$ cat src/rtl/load_write_queue.sv
// Write-buffer between a byte loader and memory: a circular FIFO of {addr, data}
// entries drained one write at a time through a req/ack handshake.
module load_write_queue #(
    parameter int DEPTH = 8,
    parameter int AW    = 22
) (
    input  logic                   clk,
    input  logic                   reset,
    input  logic [AW-1:0]          in_addr,
    input  logic [7:0]             in_data,
    input  logic                   in_write,
    input  logic                   in_done,
    output logic [AW-1:0]          mem_addr,
    output logic [7:0]             mem_data,
    output logic                   mem_req,
    input  logic                   mem_ack,
    output logic [$clog2(DEPTH):0] count,
    output logic                   full,
    output logic                   overflow,
    output logic                   load_complete,
    output logic                   state_dbg
);
    // Handshake: mem_req/mem_addr/mem_data hold steady until mem_ack is sampled
    // high on a rising edge; that edge retires the presented entry.
    localparam int PW = $clog2(DEPTH);
    localparam int CW = PW + 1;
    localparam int EW = AW + 8;

    typedef enum logic {IDLE, REQ} state_t;

    state_t            state_q, state_d;
    logic [EW-1:0]     buf_q [DEPTH];
    logic [EW-1:0]     buf_d [DEPTH];
    logic [PW-1:0]     wr_ptr_q, wr_ptr_d;
    logic [PW-1:0]     rd_ptr_q, rd_ptr_d;
    logic [PW-1:0]     rd_next;
    logic [CW-1:0]     count_q, count_d;
    logic [AW-1:0]     mem_addr_q, mem_addr_d;
    logic [7:0]        mem_data_q, mem_data_d;
    logic              mem_req_q, mem_req_d;
    logic              overflow_q, overflow_d;
    logic              done_seen_q, done_seen_d;
    logic              load_complete_q, load_complete_d;
    logic              full_w;
    logic              push;
    logic              pop;

    assign full_w  = (count_q == CW'(DEPTH));
    assign push    = in_write && !full_w;
    assign pop     = (state_q == REQ) && mem_ack;
    assign rd_next = rd_ptr_q + PW'(1);

    always_comb begin
        state_d         = state_q;
        buf_d           = buf_q;
        wr_ptr_d        = wr_ptr_q;
        rd_ptr_d        = rd_ptr_q;
        count_d         = count_q;
        mem_addr_d      = mem_addr_q;
        mem_data_d      = mem_data_q;
        overflow_d      = overflow_q;
        done_seen_d     = done_seen_q | in_done;
        load_complete_d = load_complete_q |
                          (done_seen_q && (count_q == '0) && (state_q == IDLE));

        if (in_write && full_w) overflow_d = 1'b1;
        if (push) begin
            buf_d[wr_ptr_q] = {in_addr, in_data};
            wr_ptr_d        = wr_ptr_q + PW'(1);
        end
        if (pop) rd_ptr_d = rd_next;

        case ({push, pop})
            2'b10:   count_d = count_q + CW'(1);
            2'b01:   count_d = count_q - CW'(1);
            default: count_d = count_q;
        endcase

        // A byte pushed into an empty queue bypasses storage so it is presented next cycle.
        case (state_q)
            IDLE: begin
                if (count_q != '0) begin
                    state_d                  = REQ;
                    {mem_addr_d, mem_data_d} = buf_q[rd_ptr_q];
                end else if (push) begin
                    state_d                  = REQ;
                    {mem_addr_d, mem_data_d} = {in_addr, in_data};
                end
            end
            REQ: begin
                if (pop) begin
                    if (count_q > CW'(1)) begin
                        {mem_addr_d, mem_data_d} = buf_q[rd_next];
                    end else if (push) begin
                        {mem_addr_d, mem_data_d} = {in_addr, in_data};
                    end else begin
                        state_d = IDLE;
                    end
                end
            end
            default: state_d = IDLE;
        endcase

        mem_req_d = (state_d == REQ);
    end

    always_ff @(posedge clk) begin
        if (reset) begin
            state_q         <= IDLE;
            wr_ptr_q        <= '0;
            rd_ptr_q        <= '0;
            count_q         <= '0;
            mem_addr_q      <= '0;
            mem_data_q      <= '0;
            mem_req_q       <= 1'b0;
            overflow_q      <= 1'b0;
            done_seen_q     <= 1'b0;
            load_complete_q <= 1'b0;
        end else begin
            state_q         <= state_d;
            wr_ptr_q        <= wr_ptr_d;
            rd_ptr_q        <= rd_ptr_d;
            count_q         <= count_d;
            mem_addr_q      <= mem_addr_d;
            mem_data_q      <= mem_data_d;
            mem_req_q       <= mem_req_d;
            overflow_q      <= overflow_d;
            done_seen_q     <= done_seen_d;
            load_complete_q <= load_complete_d;
        end
        buf_q <= buf_d;
    end

    assign mem_addr      = mem_addr_q;
    assign mem_data      = mem_data_q;
    assign mem_req       = mem_req_q;
    assign count         = count_q;
    assign full          = full_w;
    assign overflow      = overflow_q;
    assign load_complete = load_complete_q;
    assign state_dbg     = (state_q == REQ);

endmodule

$ cat config.mk
export PLATFORM = sky130hd
export DESIGN_NAME = load_write_queue
export DESIGN_NICKNAME = d
export VERILOG_FILES = /design/src/rtl/load_write_queue.sv
export SDC_FILE = /design/constraint.sdc
export NUM_CORES = 1
export LEC_CHECK = 0
export ABC_AREA = 1
export CAP_MARGIN = 20
export CORE_UTILIZATION = 55
export CTS_BUF_LIST = sky130_fd_sc_hd__clkbuf_16
export CTS_CLUSTER_SIZE = 25
export DETAILED_ROUTE_END_ITERATION = 10
export HOLD_SLACK_MARGIN = 0.06
export PLACE_DENSITY_LB_ADDON = 0.1
export REMOVE_ABC_BUFFERS = 1
export SLEW_MARGIN = 20
export SYNTH_ARGS = -nofsm -noshare
export SYNTH_HDL_FRONTEND = slang
export SYNTH_SLANG_ARGS = --single-unit
$ cat constraint.sdc
create_clock -name clk -period 3.05 [get_ports clk]
set_input_delay 0.4575 -clock clk [delete_from_list [all_inputs] [get_ports clk]]
set_output_delay 0.4575 -clock clk [all_outputs]
set_load 0.01 [all_outputs]
==> reports/metrics.cfg <==
[synth]
synth-edff-count=240
yosys_warnings=0
post_synth.cell_area_avg_um2=7.47
yosys_most_used_dff=edfxtp_1
ys_seq_area_share_pct=51.0
synth_seq_cells=284
synth.most_common_cell=nand2_1
netlist.area_leader.share_pct=45.5
post_synth_num_cell_types=27
yosys-top-cells-count=825 x nand2_1, 361 x nand3_1, 265 x inv_1
netlist_instances=2122
postSynth.asyncResetShare_pct=0
yosys-top-cells-area=edfxtp_1 45%, nand2_1 20%, nand3_1 11%
netlist_area_um2=15900
synth_top_cell_by_area=edfxtp_1

[timing]
finalMaxSlewViolations=0
finalSetupViolCount=0
min_period_ns=2.94
slew-limit-headroom_pct=37.1
skew_ns=0.0216
fmax_mhz=341
hold_viol_final=0
final.period_utilization_pct=96.3
finalHoldWorstSlack_ns=0.291
finalSetupTns_ns=0
tightestPinTransition_ns=0.943
rsz0062_at_grt=no

[setup_path]
critPathLaunchType=flip-flop
critPathTopFamily=buffers and inverters
path_depth=6
cpMostUsedCell=inv_1
crit_chain=inv_1, ha_1, nand3_4, buf_4, inv_1, clkdlybuf4s50_1
rr_worst_depth=9
max_stage_delay_ns=0.49
path_buf_inv=4
criticalPathCategory=flip-flop to output pin
cp-end-kind=output pin
worstPathRequired_ns=2.59
cp_max_fo=31
critical-path-slowest-cell=clkdlybuf4s50_1
arrival_ns=2.48
reg2reg_setup_slack_ns=0.68
rr_endpoint=mem_addr[18]
rr_startpoint=rd_ptr_q[0]

[pwr]
p_seq_share_pct=41.5
clkPwrFrac_pct=36.9
leakage_uw=0.00837
swShare_pct=30.1
fin_total_pwr_uw=10900
p_sw_uw=3290
p_int_uw=7640
power_frac_comb_pct=21.6
powerDensity_nw_per_um2=609
vdd_ir_drop_max_mv=0.552

[worst_hold_path]
min_to=mem_addr[6]
min-delay-start=reset
holdPathStages=2
hp-class=input pin to flip-flop

[floorplan]
rows=61
die_y_um=172
die-width_um=172
core_area_um2=28100
dieArea_um2=29500
pin_count=74
floorplan.initialDensity_pct=56.4

[flow_run]
drv_cap=0

[cts]
cts_buffers=31
cts_tree=yes
htree_levels=1
cts-root-buf=clkbuf_16
postCtsResizedCells=0
clockBufferDepth=3
path_clk_slew_ns=0.07
cts_sinks=284
clk_latency_ns=0.57
hold_buffers=0
post_cts_buffers=0

[layout]
final_layout_size_suffix_gt1_share_pct=6.37
syn2layout_area_growth_pct=13.2
final_net_count=2185

[route]
vias_per_cell=5.44
routedWlPerCell_um=17.4
wl_mm=44.4
drtIter0Drc=1590
ant_nets=0
dr_total_vias=13900
drt_first_pass_iters=6
route.detailed.drc=0

[placement]
hpwl_mm=24.7
routabilityCongestion=0.799
portBuffers=73

[global_routing]
gr-usage-all-layers_pct=30.9
grt_max_degree=117
grt.overflow.total=0
grt_pass1_wl_mm=69.3
antenna_found_initial=1
grt_pass1_vias=13000

[status]
status=completed

## registers in the layout (all words and copies together), names as in the netlist
register / cells
buf_q: 240
mem_addr: 22
mem_data: 8
count: 4
rd_ptr_q: 3
wr_ptr_q: 3
done_seen_q: 1
load_complete: 1
mem_req: 1
overflow: 1
## worst max path at each step
stage / end / from
after floorplan: mem_addr[0] / rd_ptr_q[0]
after global placement: full / count[0]
after detailed placement: buf_q[93] / count[0]
after CTS: full / count[0]
after global routing: full / count[0]
final: full / count[0]
## final cells by class
class	count	area, µm²
Timing Repair Buffer	113	1110
Fill cell	2446	10100
Multi-Input combinational cell	1422	6070
Inverter	291	1100
Antenna cell	1	2.50
Sequential cell	284	8090
Tap cell	378	473
Clock inverter	27	328
Clock buffer	31	776
## cells in the final DEF, fill, tap and decap left out, drive strengths merged, types with 2 or more instances in the layout
cell           count
buf               42
clkinv            13
inv              292
nand2            826
clkdlybuf4s50     71
clkbuf            31
dfxtp             44
nor2             167
o21ai              9
nand3            362
xor2               2
a21oi             44
edfxtp           240
clkinvlp           6
bufinv             7
ha                 7
## stage by stage
stage | setup WS (ns) | instances | instance area, µm² | util, %
after floorplan | -4.64 | 1997 | 15100 | -
after global placement | 0.759 | 2488 | 16800 | 60.0
after detailed placement | 0.710 | 2488 | 16800 | 60.0
after CTS | 0.122 | 2546 | 17900 | 63.9
after global routing | 0.0404 | 2546 | 17900 | 63.9
final | 0.113 | 2547 | 18000 | 63.9
## routing by layer
layer	routed length (µm)	GRT usage [%]	vias to the layer above
li1	-	-	6720
met1	18100	40.4	6387
met2	20600	51.6	645
met3	4340	5.48	115
met4	1400	11.1	0
met5	0	0	-
## kinds of logic after synthesis
logic type	synth area share (%)
AND/OR/NAND/NOR	35.2
flip-flops	51.0
AO/OA/AOI/OAI	1.75
adder cells (fa/ha/maj)	0.552
XOR/XNOR	0.166
buffers and inverters	11.3
## power groups by stage
stage                     logic [µW]  clock network [µW]  registers (µW)
after CTS                       2340                4060            4530
after global placement          2280                   0            4610
after floorplan                 1350                   0            4680
after detailed placement        2320                   0            4610
final                           2360                4040            4530
after global routing            2630                4200            4550
(Power assumes the default switching activity.)
